### config.mk
export PLATFORM = sky130hd
export DESIGN_NAME = vessel_kinematics
export DESIGN_NICKNAME = d
export VERILOG_FILES = /design/src/rtl/vessel_pkg.sv /design/src/rtl/sin_quarter_lut.sv /design/src/rtl/vessel_kinematics.sv
export SDC_FILE = /design/constraint.sdc
export NUM_CORES = 1
export LEC_CHECK = 0
export BUFFER_PORTS_ARGS = -buffer_cell sky130_fd_sc_hd__buf_2
export CAP_MARGIN = 30
export CORE_UTILIZATION = 60
export DETAILED_ROUTE_END_ITERATION = 7
export PLACE_DENSITY_LB_ADDON = 0.25
export RECOVER_POWER = 50
export SYNTH_ARGS = -nofsm -noshare
export SYNTH_HDL_FRONTEND = slang
export SYNTH_SLANG_ARGS = --single-unit
### constraint.sdc
create_clock -name frame_clk -period 8.57 [get_ports frame_clk]
set_clock_uncertainty 0.2 [all_clocks]
set_input_delay 1.2855 -clock frame_clk [delete_from_list [all_inputs] [get_ports frame_clk]]
set_output_delay 1.2855 -clock frame_clk [all_outputs]
set_load 0.05 [all_outputs]
### src/rtl/vessel_pkg.sv
// Shared encodings and fixed-point types for the vessel kinematics block.
package vessel_pkg;
   localparam logic [1:0] ST_WELCOME = 2'd0;
   localparam logic [1:0] ST_ORBIT   = 2'd1;
   localparam logic [1:0] ST_FLIGHT  = 2'd2;
   localparam logic [1:0] ST_LOST    = 2'd3;

   typedef enum logic [1:0] {PARK, ORBIT, FLY, HOLD} fsm_t;

   typedef logic signed [15:0] q8_8_t;
   typedef logic signed [31:0] q24_8_t;

   localparam int LUT_DEPTH = 91;
endpackage

### src/rtl/sin_quarter_lut.sv
// Registered quarter-wave sine ROM, 0..90 degrees, unsigned Q0.8 (sin 90 = 256).
module sin_quarter_lut import vessel_pkg::*; (
   input  logic       frame_clk,
   input  logic [6:0] angle,
   output logic [8:0] sin_q
);
   localparam logic [8:0] SIN_TAB [LUT_DEPTH] = '{
        0,   4,   9,  13,  18,  22,  27,  31,  36,  40,
       44,  49,  53,  58,  62,  66,  71,  75,  79,  83,
       88,  92,  96, 100, 104, 108, 112, 116, 120, 124,
      128, 132, 136, 139, 143, 147, 150, 154, 158, 161,
      165, 168, 171, 175, 178, 181, 184, 187, 190, 193,
      196, 199, 202, 204, 207, 210, 212, 215, 217, 219,
      222, 224, 226, 228, 230, 232, 234, 236, 237, 239,
      241, 242, 243, 245, 246, 247, 248, 249, 250, 251,
      252, 253, 254, 254, 255, 255, 255, 256, 256, 256,
      256
   };

   always_ff @(posedge frame_clk) begin
      sin_q <= (angle <= 7'd90) ? SIN_TAB[angle] : 9'd0;
   end
endmodule

### src/rtl/vessel_kinematics.sv
// Vessel screen position: parked, orbiting a planet at angle theta, or
// flying along the launch tangent until it leaves the screen.
module vessel_kinematics import vessel_pkg::*; #(
   parameter int ORBIT_GAP = 10,
   parameter int SPEED     = 512,
   parameter int SCREEN_W  = 640,
   parameter int SCREEN_H  = 480,
   parameter int HOME_X    = 30,
   parameter int HOME_Y    = 30
) (
   input  logic               frame_clk,
   input  logic               Reset,
   input  logic [1:0]         state,
   input  logic [2:0]         curplan,
   input  logic signed [31:0] theta,
   input  logic [7:0][9:0]    planet_x,
   input  logic [7:0][9:0]    planet_y,
   input  logic [7:0][5:0]    planet_s,
   output logic signed [31:0] VesselX,
   output logic signed [31:0] VesselY,
   output logic               pos_valid,
   output logic               lost
);
   function automatic logic signed [31:0] asr8(input logic signed [31:0] v);
      return v >>> 8;
   endfunction

   fsm_t               fsm, fsm_nxt;
   logic signed [31:0] theta_n;
   logic               theta_ok;
   logic [1:0]         q_w, q_p0, q_p1;
   logic [6:0]         a_w, a_p0;
   logic [2:0]         cp_p0;
   logic               vld_p0, vld_p1, plan_chg, orb_ok;
   logic [8:0]         s_lut_p1, c_lut_p1;
   logic signed [31:0] r_p1, cx_p1, cy_p1;
   logic signed [31:0] s_w, c_w, sin_w, cos_w, orb_x, orb_y;
   logic signed [31:0] sin_p2, cos_p2;
   q24_8_t             acc_x, acc_y, acc_x_nxt, acc_y_nxt;
   q8_8_t              vx, vy;
   logic signed [31:0] fly_x, fly_y;
   logic               fly_oob;

   // Stage 1: normalise theta, fold into quadrant and 0..89 degrees
   always_comb begin
      theta_ok = (theta >= -360) && (theta <= 719);
      theta_n  = theta;
      if (theta < 0)
         theta_n = theta + 360;
      else if (theta >= 360)
         theta_n = theta - 360;
      q_w = 2'd0;
      a_w = 7'(theta_n);
      if (theta_n >= 270) begin
         q_w = 2'd3;
         a_w = 7'(theta_n - 270);
      end else if (theta_n >= 180) begin
         q_w = 2'd2;
         a_w = 7'(theta_n - 180);
      end else if (theta_n >= 90) begin
         q_w = 2'd1;
         a_w = 7'(theta_n - 90);
      end
   end

   always_ff @(posedge frame_clk) begin
      cp_p0 <= curplan;
      if (theta_ok) begin
         q_p0 <= q_w;
         a_p0 <= a_w;
      end
   end

   assign plan_chg = (curplan != cp_p0);

   // Stage 2: quarter-wave lookup for sin(a) and cos(a) = sin(90-a)
   sin_quarter_lut u_sin_lut (
      .frame_clk (frame_clk),
      .angle     (a_p0),
      .sin_q     (s_lut_p1)
   );

   sin_quarter_lut u_cos_lut (
      .frame_clk (frame_clk),
      .angle     (7'd90 - a_p0),
      .sin_q     (c_lut_p1)
   );

   always_ff @(posedge frame_clk) begin
      q_p1  <= q_p0;
      r_p1  <= 32'(planet_s[cp_p0]) + ORBIT_GAP;
      cx_p1 <= 32'(planet_x[cp_p0]);
      cy_p1 <= 32'(planet_y[cp_p0]);
   end

   // Stage 3: signed sin/cos by quadrant, then place on the orbit circle
   always_comb begin
      s_w = $signed({23'd0, s_lut_p1});
      c_w = $signed({23'd0, c_lut_p1});
      case (q_p1)
         2'd0:    begin sin_w =  s_w; cos_w =  c_w; end
         2'd1:    begin sin_w =  c_w; cos_w = -s_w; end
         2'd2:    begin sin_w = -s_w; cos_w = -c_w; end
         default: begin sin_w = -c_w; cos_w =  s_w; end
      endcase
      orb_x = cx_p1 + asr8(r_p1 * cos_w);
      orb_y = cy_p1 - asr8(r_p1 * sin_w);
   end

   assign orb_ok = (fsm == ORBIT) && vld_p1 && !plan_chg;

   always_ff @(posedge frame_clk) begin
      if (orb_ok) begin
         sin_p2 <= sin_w;
         cos_p2 <= cos_w;
      end
   end

   always_comb begin
      acc_x_nxt = acc_x + q24_8_t'(vx);
      acc_y_nxt = acc_y + q24_8_t'(vy);
      fly_x     = asr8(acc_x_nxt);
      fly_y     = asr8(acc_y_nxt);
      fly_oob   = (fly_x < 0) || (fly_x > SCREEN_W - 1) ||
                  (fly_y < 0) || (fly_y > SCREEN_H - 1);
   end

   always_comb begin
      fsm_nxt = fsm;
      case (state)
         ST_WELCOME: fsm_nxt = PARK;
         ST_ORBIT:   fsm_nxt = ORBIT;
         ST_LOST:    fsm_nxt = HOLD;
         default: begin
            if (fsm == ORBIT)
               fsm_nxt = FLY;
            else if ((fsm == FLY) && fly_oob)
               fsm_nxt = HOLD;
         end
      endcase
   end

   always_ff @(posedge frame_clk) begin
      if (Reset) begin
         fsm       <= PARK;
         vld_p0    <= 1'b0;
         vld_p1    <= 1'b0;
         VesselX   <= HOME_X;
         VesselY   <= HOME_Y;
         pos_valid <= 1'b0;
         lost      <= 1'b0;
         acc_x     <= '0;
         acc_y     <= '0;
         vx        <= '0;
         vy        <= '0;
      end else begin
         fsm    <= fsm_nxt;
         vld_p0 <= (fsm == ORBIT) && theta_ok;
         vld_p1 <= vld_p0 && (fsm == ORBIT) && !plan_chg;
         lost   <= 1'b0;
         case (fsm_nxt)
            PARK: begin
               VesselX   <= HOME_X;
               VesselY   <= HOME_Y;
               pos_valid <= 1'b1;
            end
            ORBIT: begin
               if (orb_ok) begin
                  VesselX <= orb_x;
                  VesselY <= orb_y;
               end
               pos_valid <= orb_ok;
            end
            FLY: begin
               pos_valid <= 1'b1;
               if (fsm == ORBIT) begin
                  acc_x <= VesselX <<< 8;
                  acc_y <= VesselY <<< 8;
                  vx    <= q8_8_t'(-asr8(sin_p2 * SPEED));
                  vy    <= q8_8_t'(-asr8(cos_p2 * SPEED));
               end else begin
                  acc_x   <= acc_x_nxt;
                  acc_y   <= acc_y_nxt;
                  VesselX <= fly_x;
                  VesselY <= fly_y;
               end
            end
            default: begin
               pos_valid <= 1'b1;
               // Escape frame: show the out-of-bounds position once and flag it
               if ((fsm == FLY) && (state == ST_FLIGHT)) begin
                  acc_x   <= acc_x_nxt;
                  acc_y   <= acc_y_nxt;
                  VesselX <= fly_x;
                  VesselY <= fly_y;
                  lost    <= 1'b1;
               end
            end
         endcase
      end
   end
endmodule

**Word level (Yosys, flattened, before mapping)**

Memory sizes are Yosys's and may differ from the RTL's. A register that Yosys moved wholly into a read port is not among the register bits.
Cells that the tools add are included.
Widths: inputs -> output; s select.

- Equality and inequality tests: 12
- Mux-type cells: 34
- Multipliers: 2
- Order comparisons: 14
- Add/subtract/negate cells: 15
- Bitwise logic cells: 3
- Reduce and logical (&&, ||, !) cells: 25

Operator list:

| kind | number |
|---|---|
| $mux 32 | 12 |
| $pmux 32 s3 | 4 |
| $pmux 32 s2 | 2 |
| $ge 32x10->1 const B | 3 |
| $add 32x16->32 | 2 |
| $mul 8x32->32 | 2 |
| $neg 9->32 | 2 |
| $bmux 10 s3 | 2 |
| $lt 24x1->1 const B | 2 |
| $add 32x10->32 const B | 1 |
| $ge 32x8->1 const B | 1 |
| $ge 32x9->1 const B | 1 |
| $le 32x11->1 const B | 1 |
| $lt 32x1->1 const B | 1 |
| $neg 16->16 | 2 |
| $sub 32x10->32 const B | 1 |
| $add 11x24->25 | 1 |
| $sub 11x24->25 | 1 |
| $gt 24x10->1 const B | 1 |
| $gt 24x11->1 const B | 1 |
| $mux 7 | 3 |
| $mux 10 | 2 |
| $bmux 6 s3 | 1 |
| $not 7->8 | 2 |
| other kinds (25) | 54 |

- Input port bits: 247
- Memories kept: 2
- ROM bits: 2,304
- Output and inout port bits: 66
- Logic and storage cells: 128
- Bits in registers: 237

Memory list:

| memory | words | width | rd ports | clocked after memory_dff | write ports | line | RTL |
|---|---|---|---|---|---|---|---|
| (name not given) | 128 | 9 | 1 | 1 | 0 | sin_quarter_lut.sv:21 | `sin_q <= (angle <= 7'd90) ? SIN_TAB[angle] : 9'd0;` |
| (name not given) | 128 | 9 | 1 | 1 | 0 | sin_quarter_lut.sv:21 |  |

**Logic depth before layout (Yosys ltp)**

- Depth after elaboration: 13
- Gate-level depth with buffers: 36
- Mapped depth without buffers: 35

**By module**

From an unflattened synthesis, not the netlist that was laid out.

- Cell total of the unflattened synthesis: 3,564
- Area, all modules: 29,021.6 µm²

Modules (own cells, without submodules):

| module | times used | cells an instance | area each (µm²) | sequential area each (µm²) |
|---|---|---|---|---|
| vessel_kinematics | 1 | 3,257 | 26,711.9 | 4,774.6 |
| sin_quarter_lut at u_sin_lut | 1 | 154 | 1,181.1 | 180.2 |
| sin_quarter_lut at u_cos_lut | 1 | 153 | 1,128.6 | 180.2 |

**Worst setup path before layout**

Ideal clock, no wire load.

- Path kind: register to register
- From: register u_sin_lut.sin_q[3]
- To: register VesselY[16]
- Path buffers: 1
- Clock period less this slack: 7,878 ps
- Stages on the path, launching flop included: 30
- Path slack: 692 ps
- Data arrival time: 7,541 ps
- Required time: 8,233 ps
- Setup time: 137 ps
- Cells stage by stage: dfxtp_1 clkbuf_1 nor2_1 nand2_1 or3_1 or3_1 inv_1 ha_1 mux4_2 and2_1 ha_1 inv_1 fa_1 inv_1 fa_1 inv_1 fa_1 inv_1 ha_1 a21o_1 a221o_1 a31o_2 a211o_1 or3_1 a2bb2o_1 a221oi_1 o21ai_1 or4_1 a31oi_1 a211oi_1

- Word-level cells in the longest chain between the ends: 6

RTL lines:

| what | line | RTL |
|---|---|---|
| from (decl) | sin_quarter_lut.sv:5 | `output logic [8:0] sin_q` |
| $neg 9->32 | vessel_kinematics.sv:103 | `2'd2: begin sin_w = -s_w; cos_w = -c_w; end` |
| $pmux 32 s3 | vessel_kinematics.sv:100 | `case (q_p1)` |
| named net sin_w[8] | vessel_kinematics.sv:37 | `logic signed [31:0] s_w, c_w, sin_w, cos_w, orb_x, orb_y;` |
| $mul 8x32->32 | vessel_kinematics.sv:107 | `orb_y = cy_p1 - asr8(r_p1 * sin_w);` |
| $sub 11x24->25 | vessel_kinematics.sv:107 |  |
| $mux 32 | vessel_kinematics.sv:168 | `if (orb_ok) begin` |
| $pmux 32 s3 | vessel_kinematics.sv:161 | `case (fsm_nxt)` |
| to (signal assigned) | vessel_kinematics.sv:170 | `VesselY <= orb_y;` |
| to (signal assigned) | vessel_kinematics.sv:185 | `VesselY <= fly_y;` |
| to (signal assigned) | vessel_kinematics.sv:195 | `VesselY <= fly_y;` |
| to (decl) | vessel_kinematics.sv:20 | `output logic signed [31:0] VesselY,` |

The timed path passes the listed nets, and every way through them passes these cells. The select of a mux whose other input is x is not followed.
A chain may end at the register's enable or synchronous reset.

**Worst setup path after layout**

- From: register u_sin_lut.sin_q[0]
- To: register VesselY[16]

Same word-level chain as after synthesis.

==> results.yml <==
run_status:
  status: "complete, but fails checks"
  violations: "capacitance limit, slew limit"
synth:
  syn_nets: 4225
  yosysUniqueCellTypes: 89
  synthFlopType: "dfxtp_1"
  netlist_area_um2: 28800
  postSynthAreaPerCell_um2: 8.08
  async_flop_share: 0
  yosysSeqAreaShare: 0.178
  ys_seq_elements: 237
  postSynthCellCount: 3568
  yosys_warnings: 0
  synth_edf_count: 39
worst_setup_path:
  crit_top_cell: "inv_1"
  reg2reg_from: "u_sin_lut.sin_q[0]$_SDFF_PP0_"
  cpPeakStageDelay_ns: 0.58
  crit_arrival_ns: 8.52
  start_kind: "flop"
  crit_end: "VesselY[16]$_SDFFE_PP0P_"
  path_class: "reg2reg"
  r2r_slack_ns: 0.28
  critical_path.max_fanout: 8
  reg2reg_to: "VesselY[16]$_SDFFE_PP0P_"
  cp.depth: 29
  crit_path_end_kind: "flop"
  cp_slowest_cell: "mux4_2"
  rr_worst_depth: 29
  crit_family: "adder cells"
  cp_num_buf_inv: 6
  worstSetupStartpoint: "u_sin_lut.sin_q[0]$_SDFF_PP0_"
  crit_required_ns: 8.80
cells_and_area:
  fill_cells: 4073
  fin_cells: 4369
  drive_gt1_frac: 0.123
  area_growth_pct: 9.69
  fin_nets: 4392
power:
  p_total_mw: 10.6
  ir_drop_mv: 0.298
  power_density_nw_per_um2: 335
  leakage_nw: 13.9
placement:
  hpwl_um: 68600
  portBuffers: 312
  dp_cells: 4310
  place_congestion: 0.977
sta:
  fin_hold_ws_ns: 0.156
  slew_headroom: -1.53
  worst_slew_pin_slew_ns: 3.80
  drv_slew: 171
  fin_setup_tns_ns: 0
  fin_crit_ns: 8.29
  post-route-period-util: 0.967
  hold_violations: 0
  fmax_ghz: 0.121
  setup_viol_count_final: 0
cts:
  clkTransAtPathRegs_ns: 0.06
  cts_buffer_depth: 3
  htree_levels: 1
  cts_sinks: 237
  root_buffer: "clkbuf_16"
  hold_buffers: 0
  cts_tree: "built"
  cts_buffers: 29
  clkLatencyLatePin_ns: 0.60
global_route:
  grt_max_degree: 86
  grt_usage: 0.347
  antenna_found_initial: 6
  grt_pass1_wl_um: 138000
  grt_pass1_vias: 25900
  grt_overflow: 0
routing:
  drc: 0
  ant_nets: 0
  routed_via_density: 6.24
  drt_iter0_drc: 2456
  post_drt_wl_per_cell_um: 19.9
  routed_wl_um: 87100
  first_pass_iters: 6
  route.vias.total: 27300
floorplanning:
  die_w_um: 221
  dieHeight_um: 221
  placementRows: 79
  dieArea_um2: 49000
  initial_core_util: 0.614
  core_area_um2: 47000
  io_pins: 313
min_path:
  hp-class: "reg2reg"
job:
  drv_cap: 3
==> cell families (layout without fill, tap and decap cells) <==
| family | Yosys count | count (layout) | share of synthesized area |
|---|---|---|---|
| simple gates | 1177 | 1177 | 0.197 |
| compound gates | 855 | 855 | 0.196 |
| buf+inv | 590 | 780 | 0.0790 |
| fa+ha+maj | 410 | 410 | 0.228 |
| flops | 237 | 237 | 0.178 |
| xor+xnor | 186 | 186 | 0.0565 |
| mux | 113 | 113 | 0.0653 |
| other cells | 0 | 4 | 0 |
==> stage by stage <==
| stage | utilization | setup slack [ns] | area (um^2) |
|---|---|---|---|
| 2_1_floorplan | - | 0.692 | 28800 |
| 3_3_place_gp | 0.653 | 0.403 | 30700 |
| 5_1_grt | 0.674 | -0.0146 | 31600 |
| 6_report | 0.674 | 0.285 | 31600 |
| 4_1_cts | 0.675 | 0.122 | 31700 |
| 3_5_place_dp | 0.654 | 0.159 | 30700 |
==> repair_timing <==
item                                    4_1_cts  5_1_grt
gates resized for setup                       0       19
endpoints found under the setup margin        0       26
setup buffers                                 0        0
==> per-layer routing <==
metal / up-vias / track usage / part of all wire
met3: 247 / 0.0568 / 0.085
met5: - / 0 / 0.00038
met4: 4 / 0.135 / 0.042
met1: 12900 / 0.453 / 0.40
met2: 1234 / 0.576 / 0.47
li1: 12800 / - / -
==> how the worst min path moves through the flow <==
stage | start | endpoint | slack (ns) | cells past startpoint
6_report | q_p0[1]$_SDFFCE_PP1P_ | q_p1[1]$_DFF_P_ | 0.16 | 0
3_5_place_dp | q_p0[1]$_SDFFCE_PP1P_ | q_p1[1]$_DFF_P_ | 0.15 | 0
3_3_place_gp | q_p0[1]$_SDFFCE_PP1P_ | q_p1[1]$_DFF_P_ | 0.12 | 0
5_1_grt | q_p0[1]$_SDFFCE_PP1P_ | q_p1[1]$_DFF_P_ | 0.17 | 0
2_1_floorplan | q_p0[0]$_SDFFCE_PN1P_ | q_p1[0]$_DFF_P_ | 0.12 | 0
4_1_cts | q_p0[1]$_SDFFCE_PP1P_ | q_p1[1]$_DFF_P_ | 0.16 | 0
==> report_power, final <==
group	switching (mW)	total (mW)	internal (mW)
Sequential	0.146	1.37	1.22
Clock	0.533	1.25	0.716
Combinational	4.89	7.97	3.08
==> sequential cells by signal, indices dropped and copies added (netlist names) <==
signal	cells
acc_x	31
acc_y	31
VesselX	25
VesselY	25
cos_p2	15
sin_p2	15
vx	15
vy	15
cx_p1	10
cy_p1	10
u_cos_lut.sin_q	9
u_sin_lut.sin_q	9
a_p0	7
r_p1	7
cp_p0	3
fsm	2
q_p0	2
q_p1	2
lost	1
pos_valid	1
vld_p0	1
vld_p1	1
==> final cells by class <==
| cell class | count | area [um^2] | share of cell area |
|---|---|---|---|
| Antenna cell | 4 | 10.0 | 0.000316 |
| Clock buffer | 36 | 783 | 0.0248 |
| Clock inverter | 18 | 178 | 0.00562 |
| Inverter | 362 | 1360 | 0.0429 |
| Multi-Input combinational cell | 2741 | 21500 | 0.681 |
| Sequential cell | 237 | 5140 | 0.162 |
| Tap cell | 607 | 759 | 0.0240 |
| Timing Repair Buffer | 364 | 1860 | 0.0589 |
==> cells in the final DEF, fill, tap and decap left out, types with 46 or more instances in the layout <==
cell      instances
nand2_1         378
inv_1           359
nor2_1          268
a21oi_1         243
buf_2           241
ha_1            218
dfxtp_1         195
fa_1            192
o21ai_0         151
and2_1          139
xnor2_1         107
clkbuf_1         85
nor3_1           81
xor2_1           76
mux4_2           57
nand3_1          56
a211oi_1         51
a21o_1           47
or3_1            46
==> synth_stat cells (35+ instances only) <==
cell | n | area [um^2]
a211oi_1 | 51 | 383
a21o_1 | 47 | 353
a21oi_1 | 248 | 1240
a311oi_1 | 36 | 315
a31oi_1 | 37 | 231
and2_1 | 139 | 870
and3_1 | 35 | 219
clkbuf_1 | 179 | 672
dfxtp_1 | 198 | 3960
edfxtp_1 | 39 | 1170
fa_1 | 192 | 3840
ha_1 | 218 | 2730
inv_1 | 359 | 1350
mux4_2 | 57 | 1280
nand2_1 | 380 | 1430
nand3_1 | 56 | 280
nand4_1 | 43 | 269
nor2_1 | 269 | 1010
nor3_1 | 81 | 405
o211ai_1 | 44 | 330
o21ai_0 | 153 | 766
or3_1 | 47 | 294
xnor2_1 | 109 | 955
xor2_1 | 77 | 674
==> worst reg2reg max path, delay by kind of cell, from the launching register on <==
family | cells | cell delay (ns)
simple gates | 7 | 2.11
buf+inv | 6 | 0.36
flops | 1 | 0.34
mux | 1 | 0.58
compound gates | 8 | 1.95
fa+ha+maj | 7 | 2.60
Power figures use the tool's default switching activity.
